==> src/rtl/dzcpu_trace_buffer.sv <==
`timescale 1ns/1ps
// On-chip trace capture for the DZCPU/MMU pair: records fetch, filtered MMU
// write and end-of-flow events into a buffer that is drained over valid/ready.
module dzcpu_trace_buffer #(
    parameter int DEPTH   = 64,
    parameter int NUM_WIN = 2
) (
    input  logic                       iClock,
    input  logic                       iReset_n,
    input  logic                       iEnable,
    input  logic                       iCircular,
    input  logic                       iClear,
    input  logic                       iFetchValid,
    input  logic [15:0]                iPc,
    input  logic [7:0]                 iOpcode,
    input  logic                       iMemWe,
    input  logic [15:0]                iMemAddr,
    input  logic [7:0]                 iMemData,
    input  logic                       iEof,
    input  logic [NUM_WIN-1:0]         iWinEn,
    input  logic [16*NUM_WIN-1:0]      iWinLo,
    input  logic [16*NUM_WIN-1:0]      iWinHi,
    output logic                       oRdValid,
    output logic [31:0]                oRdData,
    input  logic                       iRdReady,
    output logic [$clog2(DEPTH):0]     oCount,
    output logic                       oFrozen,
    output logic [7:0]                 oDropCount
);

    localparam int AW = $clog2(DEPTH);
    localparam int CW = AW + 1;
    localparam logic [CW-1:0] FULL_COUNT = CW'(DEPTH);

    typedef enum logic [1:0] {
        ST_IDLE    = 2'd0,
        ST_CAPTURE = 2'd1,
        ST_FROZEN  = 2'd2
    } state_t;

    state_t          state_reg, state_next;
    logic [AW-1:0]   head_reg, head_next;
    logic [AW-1:0]   tail_reg, tail_next;
    logic [CW-1:0]   count_reg, count_next;
    logic [5:0]      delta_reg, delta_next;
    logic [7:0]      drop_reg, drop_next;
    logic [15:0]     last_pc_reg, last_pc_next;
    logic [31:0]     mem [DEPTH];

    logic [NUM_WIN-1:0] win_hit;
    logic               write_ok;
    logic               frozen;
    logic               capture_on;
    logic               want_push;
    logic               full;
    logic               pop;
    logic               blocked;
    logic               push;
    logic [1:0]         num_evts;
    logic [1:0]         drop_inc;
    logic [8:0]         drop_sum;
    logic [1:0]         evt_type;
    logic [15:0]        evt_addr;
    logic [7:0]         evt_data;
    logic [31:0]        entry;

    // An inverted window (lo > hi) naturally fails both comparisons' conjunction.
    generate
        for (genvar gi = 0; gi < NUM_WIN; gi++) begin : g_win
            assign win_hit[gi] = iWinEn[gi]
                               && (iMemAddr >= iWinLo[16*gi +: 16])
                               && (iMemAddr <= iWinHi[16*gi +: 16]);
        end
    endgenerate

    assign write_ok   = iMemWe && ((iWinEn == '0) || (|win_hit));
    assign frozen     = (state_reg == ST_FROZEN);
    assign capture_on = iEnable && !frozen && !iClear;
    assign num_evts   = {1'b0, write_ok} + {1'b0, iFetchValid} + {1'b0, iEof};
    assign want_push  = capture_on && (num_evts != 2'd0);
    assign full       = (count_reg == FULL_COUNT);
    assign pop        = (count_reg != '0) && iRdReady && !iClear;
    // Fill-once full buffer only accepts a push when a pop frees a slot first.
    assign blocked    = full && !iCircular && !pop;
    assign push       = want_push && !blocked;

    always_comb begin
        evt_type = 2'b10;
        evt_addr = last_pc_reg;
        evt_data = 8'h00;
        if (write_ok) begin
            evt_type = 2'b01;
            evt_addr = iMemAddr;
            evt_data = iMemData;
        end else if (iFetchValid) begin
            evt_type = 2'b00;
            evt_addr = iPc;
            evt_data = iOpcode;
        end
    end

    assign entry = {evt_type, delta_reg, evt_addr, evt_data};

    always_comb begin
        drop_inc = 2'd0;
        if (iClear) begin
            drop_inc = 2'd0;
        end else if (frozen) begin
            drop_inc = num_evts;
        end else if (capture_on) begin
            drop_inc = push ? (num_evts - 2'd1) : num_evts;
        end
    end

    assign drop_sum = {1'b0, drop_reg} + {7'b0, drop_inc};

    always_comb begin
        head_next    = head_reg;
        tail_next    = tail_reg;
        count_next   = count_reg;
        delta_next   = (delta_reg == 6'd63) ? delta_reg : delta_reg + 6'd1;
        drop_next    = drop_sum[8] ? 8'hFF : drop_sum[7:0];
        last_pc_next = last_pc_reg;
        if (iClear) begin
            head_next    = '0;
            tail_next    = '0;
            count_next   = '0;
            delta_next   = '0;
            drop_next    = '0;
            last_pc_next = '0;
        end else begin
            // A full push overwrites the head slot, so head moves exactly once
            // whether or not a pop coincides.
            if (pop || (push && full)) begin
                head_next = head_reg + AW'(1);
            end
            if (push) begin
                tail_next  = tail_reg + AW'(1);
                delta_next = 6'd1;
                if (!write_ok && iFetchValid) begin
                    last_pc_next = iPc;
                end
            end
            if (push && !full && !pop) begin
                count_next = count_reg + CW'(1);
            end else if (!push && pop) begin
                count_next = count_reg - CW'(1);
            end
        end
    end

    always_ff @(posedge iClock or negedge iReset_n) begin
        if (!iReset_n) begin
            state_reg   <= ST_IDLE;
            head_reg    <= '0;
            tail_reg    <= '0;
            count_reg   <= '0;
            delta_reg   <= '0;
            drop_reg    <= '0;
            last_pc_reg <= '0;
        end else begin
            state_reg   <= state_next;
            head_reg    <= head_next;
            tail_reg    <= tail_next;
            count_reg   <= count_next;
            delta_reg   <= delta_next;
            drop_reg    <= drop_next;
            last_pc_reg <= last_pc_next;
        end
    end

    always_comb begin
        state_next = state_reg;
        case (state_reg)
            ST_IDLE, ST_CAPTURE: begin
                if (iClear) begin
                    state_next = ST_IDLE;
                end else if ((push && !iCircular && count_next == FULL_COUNT)
                             || (want_push && blocked)) begin
                    state_next = ST_FROZEN;
                end else begin
                    state_next = iEnable ? ST_CAPTURE : ST_IDLE;
                end
            end
            ST_FROZEN: begin
                state_next = iClear ? ST_IDLE : ST_FROZEN;
            end
            default: begin
                state_next = ST_IDLE;
            end
        endcase
    end

    always_comb begin
        oFrozen = (state_reg == ST_FROZEN);
    end

    always_ff @(posedge iClock) begin
        if (push) begin
            mem[tail_reg] <= entry;
        end
    end

    assign oRdValid   = (count_reg != '0);
    assign oRdData    = mem[head_reg];
    assign oCount     = count_reg;
    assign oDropCount = drop_reg;

endmodule

==> config.mk <==
export PLATFORM = sky130hd
export DESIGN_NAME = dzcpu_trace_buffer
export DESIGN_NICKNAME = d
export VERILOG_FILES = /design/src/rtl/dzcpu_trace_buffer.sv
export SDC_FILE = /design/constraint.sdc
export NUM_CORES = 2
export LEC_CHECK = 0
export ABC_CLOCK_PERIOD_IN_PS = 4900
export CAP_MARGIN = 20
export CORE_ASPECT_RATIO = 1.25
export CORE_MARGIN = 5
export CORE_UTILIZATION = 55
export DETAILED_ROUTE_END_ITERATION = 7
export PLACE_DENSITY = 0.72
export SYNTH_ARGS = -nofsm -noshare
export SYNTH_HDL_FRONTEND = slang
export SYNTH_SLANG_ARGS = --single-unit
==> constraint.sdc <==
create_clock -name iClock -period 4.9 [get_ports iClock]
set_clock_uncertainty 0.1 [all_clocks]
set_input_delay 0.49 -clock iClock [delete_from_list [all_inputs] [get_ports iClock]]
set_output_delay 0.49 -clock iClock [all_outputs]
set_load 0.1 [all_outputs]
==> impl_results.md <==
- First-pass detailed-route iteration total: 7
- Final nets: 4,227
- Die area: 158,000 sq um
- Net Count, Synth: 3,729
- XOR/XNOR share of the synthesized area: 0.00169
- Clock latency at the later pin of the worst-skew pair: 0.82 ns
- Crit. End Element: flop
- IO Port Bufs: 171
- Die W: 357 um
- Top-Level Pins: 172
- Simple-Gate Fraction of Synth Area: 0.0156
- DRC viols: 0
- Ys flop type: edfxtp_1
- Buf/Inv on CP: 5
- Highest clock rate: 0.210 GHz
- DP Cell Count: 5,840
- CP top delay family: simple AND/OR/NAND/NOR gates
- Setup crit start: iWinHi[22]
- Final Hold Viols: 0
- CP max stage delay: 0.54 ns
- Library cells used by synthesis: 72
- Max_cap viols: 0
- Relative slew slack: 0.249
- Total Power: 42.9 mW
- CP arrival: 5.35 ns
- Vias in the first global route: 41,300
- Drt first-iter violations: 4,418
- FP Rows: 159
- R2R depth: 14
- Synth warnings: 0
- Final Critical Period: 4.76 ns
- Vias/cell: 6.35
- Largest family of logic cells by synthesized area: multiplexers
- GRT Residual Overflow: 0
- Detailed Route WL: 198 mm
- Clk buf depth: 3
- FF-to-FF setup slack: 1.35 ns
- Largest net degree at the start of global routing: 88
- Core box area: 150,000 sq um
- Worst Max-Slew Pin Slew: 1.13 ns
- Pwr Density: 439 nW/um^2
- GP Congestion: 0.853
- RR Startpoint: oCount[1]$_DFF_PN0_
- Mapped Avg Cell Area: 23.4 sq um
- Number of synthesized flops with an enable pin: 2,048
- Syn Std Cell Area: 82,700 sq um
- DP Wirelength: 119 mm
- Compound-gate portion of the synthesized area: 0.00840
- Adder-cell area share of the yosys netlist: 0.0114
- Fillers: 9,339
- Post-synthesis mux area share: 0.191
- R2r endpoint: oDropCount[6]$_DFF_PN0_
- Max-slew violation count: 0
- Final Non-Filler Cells: 6,191
- CTS clk-pin slew, worst paths: 0.06 ns
- Capture point of the worst path: state_reg[0]$_DFF_PN0_
- Total CTS buffers: 187
- Initial core utilization: 0.552
- Chip Height: 443 um
- Initial antenna violation count: 11
- Setup TNS: 0 ns
- Crit-path cells: clkdlybuf4s50_1, inv_1, ha_1, nand2_2, or4_4, o221a_4, o21a_1, o21a_4, fa_1, inv_1, ha_2, or3b_4, nor2_4, buf_4, buf_4, nand3_1, o2bb2ai_2, mux2_4, or4_4, o21a_1
- Critical Path Fanout Max: 4
- First-pass GRT wire length: 288 mm
- Via count: 39,300
- H-tree lvl count: 4
- Mapped Cells: 3,532
- Antenna Nets Post-Route: 0
- CP startpoint kind: input pin
- Hold Path Cell Cnt: 2
- Kind of critical path: input pin to flop
- FFs w/ async S/R, synth: 0.0243
- CP Depth: 20
- Overall Global Routing Usage: 0.255
- Outcome: completed
- Final Cycle Share: 0.972
- Maximum VDD drop: 0.382 mV
- Root Buffer Master: clkbuf_16
- CP Data Required Time: 5.49 ns
- CTS sink count: 2,099
- Utilization after layout: 0.652
- Yosys reg bits: 2,099
- Pleak: 30.3 nW
- WL per Instance: 32.0 um
- Layout area overhead: 18.2%
- Hold WC Path Type: input pin to flop
- Final setup fails: 0
- Layout cell share with drive strength beyond 1: 0.353
- CTS tree: yes
- Max reg flops: 2,048
- Slowest CP cell: or4_4
- Part of the Yosys area used for sequential elements: 0.759
[kinds of logic (layout without fill, tap and decap cells)]
group	after synthesis	after routing
other cells	0	2
mux	724	724
buf+inv	258	903
xor+xnor	16	16
simple gates	251	251
compound gates	110	110
flops	2099	2099
fa+ha+maj	74	74
[cells in the mapped netlist (all sizes together), types with 3 or more instances]
cell type,count,area [sq um]
a211oi,5,37.5
a21o,7,52.6
a21oi,41,205
a31oi,3,18.8
and3,4,26.3
buf,74,365
clkbuf,104,420
dfrtp,51,1280
edfxtp,2048,61500
ha,72,901
inv,80,300
mux2,47,571
mux2i,5,50.1
mux4,672,15100
nand2,36,135
nand2b,5,31.3
nand3,22,110
nand3b,5,37.5
nand4,19,119
nor2,99,384
nor2b,19,119
nor3,10,66.3
nor3b,4,30.0
nor4,5,37.5
nor4b,3,26.3
o211ai,10,75.1
o21a,7,52.6
o21ai,19,95.1
or2,4,25.0
xnor2,7,61.3
xor2,9,78.8
[report_power, final]
part           internal, mW  switching (mW)
Clock                  8.01            6.29
Combinational          4.00            4.48
Sequential             20.0           0.123
[area by class of cell]
type                       instances  area, sq um  area share
clock inverter                    91          811     0.00830
inverter                          80          324     0.00332
sequential                      2099        62800       0.643
tap                             2012         2520      0.0258
antenna                            2         5.00   0.0000512
timing repair buffer             487         6440      0.0659
clock buffer                     245         5100      0.0522
multi-input combinational       1175        19700       0.202
[worst min path at each step]
stage	startpoint	endpoint	slack (ns)
CTS	iPc[12]	last_pc_reg[12]$_DFFE_PN0P_	0.15
finish	iPc[2]	last_pc_reg[2]$_DFFE_PN0P_	0.21
detailed placement	iReset_n	oCount[3]$_DFF_PN0_	0.25
global route	iPc[2]	last_pc_reg[2]$_DFFE_PN0P_	0.19
global placement	iReset_n	oCount[3]$_DFF_PN0_	0.25
floorplan	iReset_n	delta_reg[0]$_DFFE_PN0P_	0.09
[metal layers]
layer | wire length [um] | up-vias | GRT usage
li1 | - | 16100 | -
met1 | 69200 | 20900 | 0.323
met2 | 104000 | 1997 | 0.436
met3 | 18700 | 364 | 0.0679
met4 | 6230 | 4 | 0.0785
met5 | 21 | - | 0
[what timing repair did]
action                                  4_1_cts  5_1_grt
gates cloned                                  0        0
hold buffers                                  3        0
gates resized for setup                      11       49
pin swaps                                     7       20
setup buffers                                 3        5
hold endpoints to repair                     52        0
endpoints found under the setup margin        9       10
[placed cells by master (no fill, tap or decap), drive strengths merged, types with 22 or more instances in the layout]
master         synthesis  final
edfxtp              2048   2048
mux4                 672    672
buf                   74    347
clkbuf               104    245
clkdlybuf4s50          0    118
nor2                  99     99
inv                   80     87
ha                    72     72
clkinv                 0     67
dfrtp                 51     51
mux2                  47     47
a21oi                 41     41
nand2                 36     36
nand3                 22     22
[per-stage QoR]
stage / setup slack, ns / area [sq um] / hold WS, ns
after CTS: 0.000367 / 97400 / 0.146
after global routing: -0.0343 / 97700 / 0.188
after detailed placement: -1.05 / 91400 / 0.250
after global placement: -0.989 / 91400 / 0.249
final: 0.139 / 97700 / 0.209
after floorplan: -0.931 / 83100 / 0.0944
Note: power is estimated with default switching activity, not from simulation.
